--- src/rtl/fifo_sync_param_pkg.sv ---
// rtl/fifo_sync_param_pkg.sv - shared defaults and depth helper for the synchronous FIFO
package fifo_pkg;

   localparam int FIFO_DATA_WIDTH = 10;
   localparam int FIFO_ADDR_WIDTH = 3;

   function automatic int fifo_depth(input int addr_width);
      return 1 << addr_width;
   endfunction

endpackage

--- src/rtl/fifo_sync_param_if.sv ---
// rtl/fifo_sync_param_if.sv - producer/consumer handshake and status bundle of the FIFO
interface fifo_sync_param_if
   import fifo_pkg::*;
#(
   parameter int DATA_WIDTH = FIFO_DATA_WIDTH,
   parameter int ADDR_WIDTH = FIFO_ADDR_WIDTH
);
   logic [DATA_WIDTH-1:0] Fifo_Data_in;
   logic                  push;
   logic                  pop;
   logic [ADDR_WIDTH:0]   almost_full_th;
   logic [ADDR_WIDTH:0]   almost_empty_th;
   logic [DATA_WIDTH-1:0] Fifo_Data_out;
   logic                  data_valid;
   logic [ADDR_WIDTH:0]   count;
   logic                  full;
   logic                  empty;
   logic                  almost_full;
   logic                  almost_empty;
   logic                  overflow_err;
   logic                  underflow_err;

   modport master (
      output Fifo_Data_in, push, pop, almost_full_th, almost_empty_th,
      input  Fifo_Data_out, data_valid, count, full, empty,
             almost_full, almost_empty, overflow_err, underflow_err
   );

   modport slave (
      input  Fifo_Data_in, push, pop, almost_full_th, almost_empty_th,
      output Fifo_Data_out, data_valid, count, full, empty,
             almost_full, almost_empty, overflow_err, underflow_err
   );
endinterface

--- src/rtl/fifo_mem_dp.sv ---
// rtl/fifo_mem_dp.sv - dual-port RAM with one write port and one registered read port
module fifo_mem_dp
   import fifo_pkg::*;
#(
   parameter int DATA_WIDTH = FIFO_DATA_WIDTH,
   parameter int ADDR_WIDTH = FIFO_ADDR_WIDTH
) (
   input  logic                  clk,
   input  logic                  reset_L,
   input  logic                  wr_en,
   input  logic [ADDR_WIDTH-1:0] wr_addr,
   input  logic [DATA_WIDTH-1:0] wr_data,
   input  logic                  rd_en,
   input  logic [ADDR_WIDTH-1:0] rd_addr,
   output logic [DATA_WIDTH-1:0] rd_data
);
   localparam int DEPTH = fifo_depth(ADDR_WIDTH);

   logic [DATA_WIDTH-1:0] mem [DEPTH];

   // Storage is never cleared; only the output register is reset.
   always_ff @(posedge clk) begin
      if (wr_en) begin
         mem[wr_addr] <= wr_data;
      end
   end

   // Same-address read and write return the old word (read-before-write).
   always_ff @(posedge clk) begin
      if (!reset_L) begin
         rd_data <= '0;
      end else if (rd_en) begin
         rd_data <= mem[rd_addr];
      end
   end
endmodule

--- src/rtl/fifo_sync_param.sv ---
// rtl/fifo_sync_param.sv - synchronous FIFO: pointers, occupancy, flags and sticky errors
module fifo_sync_param
   import fifo_pkg::*;
#(
   parameter int DATA_WIDTH = FIFO_DATA_WIDTH,
   parameter int ADDR_WIDTH = FIFO_ADDR_WIDTH
) (
   input  logic          clk,
   input  logic          reset_L,
   fifo_sync_param_if.slave bus
);
   localparam int                DEPTH     = fifo_depth(ADDR_WIDTH);
   localparam logic [ADDR_WIDTH:0] DEPTH_CNT = (ADDR_WIDTH+1)'(DEPTH);

   logic [ADDR_WIDTH-1:0] wr_ptr;
   logic [ADDR_WIDTH-1:0] rd_ptr;
   logic [ADDR_WIDTH:0]   count_q;
   logic                  data_valid_q;
   logic                  overflow_q;
   logic                  underflow_q;
   logic                  full;
   logic                  empty;
   logic                  pop_ok;
   logic                  push_ok;

   assign full    = (count_q == DEPTH_CNT);
   assign empty   = (count_q == '0);
   assign pop_ok  = bus.pop & ~empty;
   assign push_ok = bus.push & (~full | pop_ok);

   always_ff @(posedge clk) begin
      if (!reset_L) begin
         wr_ptr       <= '0;
         rd_ptr       <= '0;
         count_q      <= '0;
         data_valid_q <= 1'b0;
         overflow_q   <= 1'b0;
         underflow_q  <= 1'b0;
      end else begin
         if (push_ok) begin
            wr_ptr <= wr_ptr + ADDR_WIDTH'(1);
         end
         if (pop_ok) begin
            rd_ptr <= rd_ptr + ADDR_WIDTH'(1);
         end
         if (push_ok && !pop_ok) begin
            count_q <= count_q + (ADDR_WIDTH+1)'(1);
         end else if (pop_ok && !push_ok) begin
            count_q <= count_q - (ADDR_WIDTH+1)'(1);
         end
         data_valid_q <= pop_ok;
         if (bus.push && !push_ok) begin
            overflow_q <= 1'b1;
         end
         if (bus.pop && empty) begin
            underflow_q <= 1'b1;
         end
      end
   end

   // Gating with reset_L keeps a push/pop coincident with reset from touching the RAM.
   fifo_mem_dp #(
      .DATA_WIDTH (DATA_WIDTH),
      .ADDR_WIDTH (ADDR_WIDTH)
   ) u_mem (
      .clk     (clk),
      .reset_L (reset_L),
      .wr_en   (push_ok & reset_L),
      .wr_addr (wr_ptr),
      .wr_data (bus.Fifo_Data_in),
      .rd_en   (pop_ok & reset_L),
      .rd_addr (rd_ptr),
      .rd_data (bus.Fifo_Data_out)
   );

   assign bus.data_valid    = data_valid_q;
   assign bus.count         = count_q;
   assign bus.full          = full;
   assign bus.empty         = empty;
   assign bus.almost_full   = (count_q >= bus.almost_full_th);
   assign bus.almost_empty  = (count_q <= bus.almost_empty_th);
   assign bus.overflow_err  = overflow_q;
   assign bus.underflow_err = underflow_q;
endmodule

--- src/flat_wrapper.sv ---
// flat-port wrapper written by rule: the top's interface ports become plain ports
module fifo_sync_param_flat import fifo_pkg::*;
#(
   parameter int DATA_WIDTH = FIFO_DATA_WIDTH,
   parameter int ADDR_WIDTH = FIFO_ADDR_WIDTH
)
  (clk, reset_L, bus_Fifo_Data_in, bus_push, bus_pop, bus_almost_full_th, bus_almost_empty_th, bus_Fifo_Data_out, bus_data_valid, bus_count, bus_full, bus_empty, bus_almost_full, bus_almost_empty, bus_overflow_err, bus_underflow_err);
  fifo_sync_param_if #(.DATA_WIDTH(DATA_WIDTH), .ADDR_WIDTH(ADDR_WIDTH)) bus_i ();
  input  logic clk;
  input  logic reset_L;
  input wire logic [$bits(bus_i.Fifo_Data_in)-1:0] bus_Fifo_Data_in;
  input wire logic [$bits(bus_i.push)-1:0] bus_push;
  input wire logic [$bits(bus_i.pop)-1:0] bus_pop;
  input wire logic [$bits(bus_i.almost_full_th)-1:0] bus_almost_full_th;
  input wire logic [$bits(bus_i.almost_empty_th)-1:0] bus_almost_empty_th;
  output wire logic [$bits(bus_i.Fifo_Data_out)-1:0] bus_Fifo_Data_out;
  output wire logic [$bits(bus_i.data_valid)-1:0] bus_data_valid;
  output wire logic [$bits(bus_i.count)-1:0] bus_count;
  output wire logic [$bits(bus_i.full)-1:0] bus_full;
  output wire logic [$bits(bus_i.empty)-1:0] bus_empty;
  output wire logic [$bits(bus_i.almost_full)-1:0] bus_almost_full;
  output wire logic [$bits(bus_i.almost_empty)-1:0] bus_almost_empty;
  output wire logic [$bits(bus_i.overflow_err)-1:0] bus_overflow_err;
  output wire logic [$bits(bus_i.underflow_err)-1:0] bus_underflow_err;
  assign bus_i.Fifo_Data_in = bus_Fifo_Data_in;
  assign bus_i.push = bus_push;
  assign bus_i.pop = bus_pop;
  assign bus_i.almost_full_th = bus_almost_full_th;
  assign bus_i.almost_empty_th = bus_almost_empty_th;
  assign bus_Fifo_Data_out = bus_i.Fifo_Data_out;
  assign bus_data_valid = bus_i.data_valid;
  assign bus_count = bus_i.count;
  assign bus_full = bus_i.full;
  assign bus_empty = bus_i.empty;
  assign bus_almost_full = bus_i.almost_full;
  assign bus_almost_empty = bus_i.almost_empty;
  assign bus_overflow_err = bus_i.overflow_err;
  assign bus_underflow_err = bus_i.underflow_err;
  fifo_sync_param #(.DATA_WIDTH(DATA_WIDTH), .ADDR_WIDTH(ADDR_WIDTH)) u_core (.clk(clk), .reset_L(reset_L), .bus(bus_i));
endmodule
--- config.mk ---
export PLATFORM = sky130hd
export DESIGN_NAME = fifo_sync_param_flat
export DESIGN_NICKNAME = d
export VERILOG_FILES = /design/src/rtl/fifo_sync_param_pkg.sv /design/src/rtl/fifo_sync_param_if.sv /design/src/rtl/fifo_mem_dp.sv /design/src/rtl/fifo_sync_param.sv /design/src/flat_wrapper.sv
export SDC_FILE = /design/constraint.sdc
export NUM_CORES = 1
export LEC_CHECK = 0
export ABC_AREA = 1
export BUFFER_PORTS_ARGS = -buffer_cell sky130_fd_sc_hd__clkbuf_2
export CAP_MARGIN = 10
export CORE_MARGIN = 2
export CORE_UTILIZATION = 55
export CTS_CLUSTER_SIZE = 14
export DETAILED_ROUTE_END_ITERATION = 10
export PLACE_DENSITY = 0.74
export SLEW_MARGIN = 20
export SYNTH_ARGS = -nofsm -noshare
export SYNTH_HDL_FRONTEND = slang
export SYNTH_SLANG_ARGS = --single-unit
--- constraint.sdc ---
create_clock -name clk -period 5.12 [get_ports clk]
set_input_delay 1.024 -clock clk [delete_from_list [all_inputs] [get_ports clk]]
set_output_delay 1.024 -clock clk [all_outputs]
set_load 0.02 [all_outputs]
==> Implementation_results.wiki <==
{| class="wikitable"
! Metric !! Value
|-
| Outcome || complete, no violations
|-
| Number of global-route vias before repair || 2,960
|-
| Met1 demand-to-capacity share in global routing || 29.9%
|-
| Drt pass-1 iters || 5
|-
| Hold path startpoint || u_core.bus.overflow_err
|-
| Final GP Congestion || 0.790
|-
| Hold Buf Count CTS || 0
|-
| Hold violation count in the final report || 0
|-
| Met2 usage || 35.2%
|-
| Wirelength per Cell || 14.6 µm
|-
| Critical setup path kind || primary input to output pin
|-
| Number of library cell types mapped by synthesis || 29
|-
| Antenna violation net count after detailed routing || 0
|-
| Later-pin clock latency in the skew report || 350 ps
|-
| Worst-margin pin slew || 1050 ps
|-
| Worst IR Drop VDD || 0.220 mV
|-
| Max_slew headroom || 29.5%
|-
| Maximum number of pins on one net before global-route repair || 43
|-
| Buffers inserted during post-CTS setup optimization || 0
|-
| Total count of max-transition violations in the final report || 0
|-
| Nets in the synthesized netlist || 513
|-
| Leakage Power || 2.27 nW
|-
| Average vias per placed instance || 5.16
|-
| Final setup violation count || 0
|-
| Number of sinks handled by clock tree synthesis || 103
|-
| Die ar. || 9280 µm²
|-
| First-pass GRT wire length || 14.7 mm
|-
| RR Endpoint || u_core.u_mem.mem[7][6]
|-
| Maximum buffer depth of the clock tree || 2
|-
| Avg Inst Size Synth || 9.83 µm²
|-
| Syn-to-layout area delta || 9.77%
|-
| Total number of nets in the final design || 554
|-
| I/O Buffers || 42
|-
| Total power || 2.12 mW
|-
| Crit. End Element || output pin
|-
| Die H || 96.3 µm
|-
| Root Buffer || sky130_fd_sc_hd__clkbuf_8
|-
| Destination of the worst hold path || u_core.bus.overflow_err
|-
| Max frequency || 338 MHz
|-
| Post-Syn Area || 4690 µm²
|-
| Initial antenna violation count || 0
|-
| Period Utilization, post-route || 57.8%
|-
| Total routing resource utilization after global routing || 21.7%
|-
| Number of placed I/O pins || 43
|-
| Clock skew after layout || 10.5 ps
|-
| Signal arrival time at the worst endpoint || 1930 ps
|-
| Max-Cap Viols || 0
|-
| Sum of net half-perimeters after detailed placement || 6.00 mm
|-
| Drt drc || 0
|-
| Classification of the worst-slack hold path || flip-flop to flip-flop
|-
| Total of flip-flops plus latches after synthesis || 103
|-
| Logic depth of the worst register-to-register path || 6
|-
| Routed via count || 3,243
|-
| Gates resized, CTS repair || 0
|-
| Drt initial violations || 199
|-
| Die width || 96.3 µm
|-
| Total Wirelength || 9.19 mm
|-
| Min cycle time layout || 2960 ps
|-
| Count of antenna diodes in the layout || 0
|-
| Core ar. || 8260 µm²
|-
| Number of levels in the clock H-tree || 3
|-
| Reg clk slew, reported paths || 90 ps
|-
| Number of instances in the synthesized netlist || 477
|-
| Setup slack of the worst register-to-register path || 2780 ps
|-
| Routing usage on met3 || 3.29%
|-
| Cell Rows || 33
|-
| Share of post-route cells with drive strength above 1 || 16.1%
|-
| Yosys synthesis warning count || 0
|-
| Most Used Layer, Global Route || met2
|-
| Starting density of the core || 56.8%
|-
| Launching element type of the critical path || primary input
|-
| Area of all placed cells without fillers || 5150 µm²
|-
| Fin Setup TNS || 0 ps
|-
| Required time worst endpoint || 4100 ps
|-
| Power per unit of standard cell area || 412 nW/µm²
|-
| Portion of the post-synthesis area used by sequential elements || 61.0%
|-
| Hold Path Stages || 2
|-
| Number of buffers added by the clock tree synthesis step || 9
|-
| Overflow after GRT || 0
|-
| CTS tree || built
|-
| Placed inst area || 4980 µm²
|-
| Launch instance of the worst register-to-register path || u_core.bus.count[1]
|-
| Worst-path fanout max || 2
|-
| RSZ-0062 raised after global routing || no
|}
-- cell families after synthesis --
group / share of synthesized area (%)
adders and majority gates: 3.90
buffers and inverters: 9.18
AOI/OAI and AO/OA: 4.46
xor gates and xnor gates: 0.187
and+or+nand+nor: 21.2
DFF: 61.0
-- state kept, by name (all words and copies together), names as in the netlist --
signal,flops
u_core.bus.count,4
u_core.bus.underflow_err,1
u_core.bus.overflow_err,1
u_core.u_mem.mem,80
u_core.bus.data_valid,1
u_core.wr_ptr,3
u_core.rd_ptr,3
u_core.u_mem.rd_data,10
-- per-layer routing --
metal / wire length, µm / share of wire (%)
met3: 434 / 4.7
met2: 4510 / 49
met5: 0 / 0
met1: 4120 / 45
met4: 127 / 1.4
-- worst max-delay path by stage --
stage                            end                   start  slack [ps]  cells after the start
floorplan           bus_almost_empty  bus_almost_empty_th[3]        2230                      4
global placement     bus_almost_full   bus_almost_full_th[1]        2230                      8
detailed placement  bus_almost_empty  bus_almost_empty_th[1]        2160                      7
CTS                 bus_almost_empty  bus_almost_empty_th[1]        2160                      7
global route        bus_almost_empty  bus_almost_empty_th[1]        2030                      7
finish              bus_almost_empty  bus_almost_empty_th[1]        2160                      7
-- cells in the final DEF (no fill, tap or decap), types with 2 or more instances in the layout --
| master | n |
|---|---|
| sky130_fd_sc_hd__nand3_1 | 56 |
| sky130_fd_sc_hd__nand2_1 | 128 |
| sky130_fd_sc_hd__nor3_1 | 6 |
| sky130_fd_sc_hd__edfxtp_1 | 80 |
| sky130_fd_sc_hd__nor2_1 | 12 |
| sky130_fd_sc_hd__clkbuf_2 | 42 |
| sky130_fd_sc_hd__o21ai_0 | 11 |
| sky130_fd_sc_hd__clkbuf_1 | 4 |
| sky130_fd_sc_hd__a21oi_2 | 9 |
| sky130_fd_sc_hd__dfxtp_1 | 23 |
| sky130_fd_sc_hd__ha_1 | 13 |
| sky130_fd_sc_hd__nand3_2 | 9 |
| sky130_fd_sc_hd__inv_1 | 86 |
| sky130_fd_sc_hd__inv_2 | 2 |
| sky130_fd_sc_hd__nand4_1 | 2 |
| sky130_fd_sc_hd__a21oi_1 | 12 |
| sky130_fd_sc_hd__clkbuf_8 | 11 |
| sky130_fd_sc_hd__buf_4 | 6 |
-- critical path, stage by stage --
cell	delay [ps]
sky130_fd_sc_hd__clkbuf_2	70
sky130_fd_sc_hd__inv_1	30
sky130_fd_sc_hd__ha_1	280
sky130_fd_sc_hd__a21oi_1	170
sky130_fd_sc_hd__o21ai_0	90
sky130_fd_sc_hd__o21ai_0	80
sky130_fd_sc_hd__clkbuf_2	190
-- through the flow --
stage	util [%]	setup WS, ps	hold WS [ps]	instances
3_3_place_gp	60.3	2230	441	612
6_report	62.3	2160	455	628
5_1_grt	62.3	2030	475	628
4_1_cts	62.3	2160	457	628
3_5_place_dp	60.3	2160	443	612
2_1_floorplan	-	2230	493	477
-- cells in the mapped netlist (all sizes together) --
cell    number  area share [%]
xor2         1            0.19
o21a         1            0.16
inv         88             7.0
a21oi       21             3.0
buf         14             1.8
nor3b        1            0.16
nand2      130              11
fa           1            0.43
or2          1            0.13
nand3       65             7.9
clkbuf       4            0.32
nor3         6            0.64
ha          13             3.5
nor2        13             1.4
nor4         1            0.13
o211ai       1            0.16
o21ai       11             1.2
edfxtp      80              51
nand4        2            0.27
dfxtp       23             9.8
-- layout make-up --
cell class / instances / area, µm²
clock buffer: 15 / 166
clock inverter: 1 / 5.00
fill: 692 / 3110
inverter: 88 / 330
multi-input combinational: 268 / 1400
sequential: 103 / 2860
tap: 105 / 131
timing repair buffer: 48 / 255
-- power by group --
group	total, mW	switching [mW]	leakage (nW)	internal [mW]
Combinational	0.663	0.443	1.27	0.220
Clock	0.458	0.254	0.0877	0.204
Sequential	1.00	0.0486	0.911	0.952
Power figures use the tool's default switching activity.
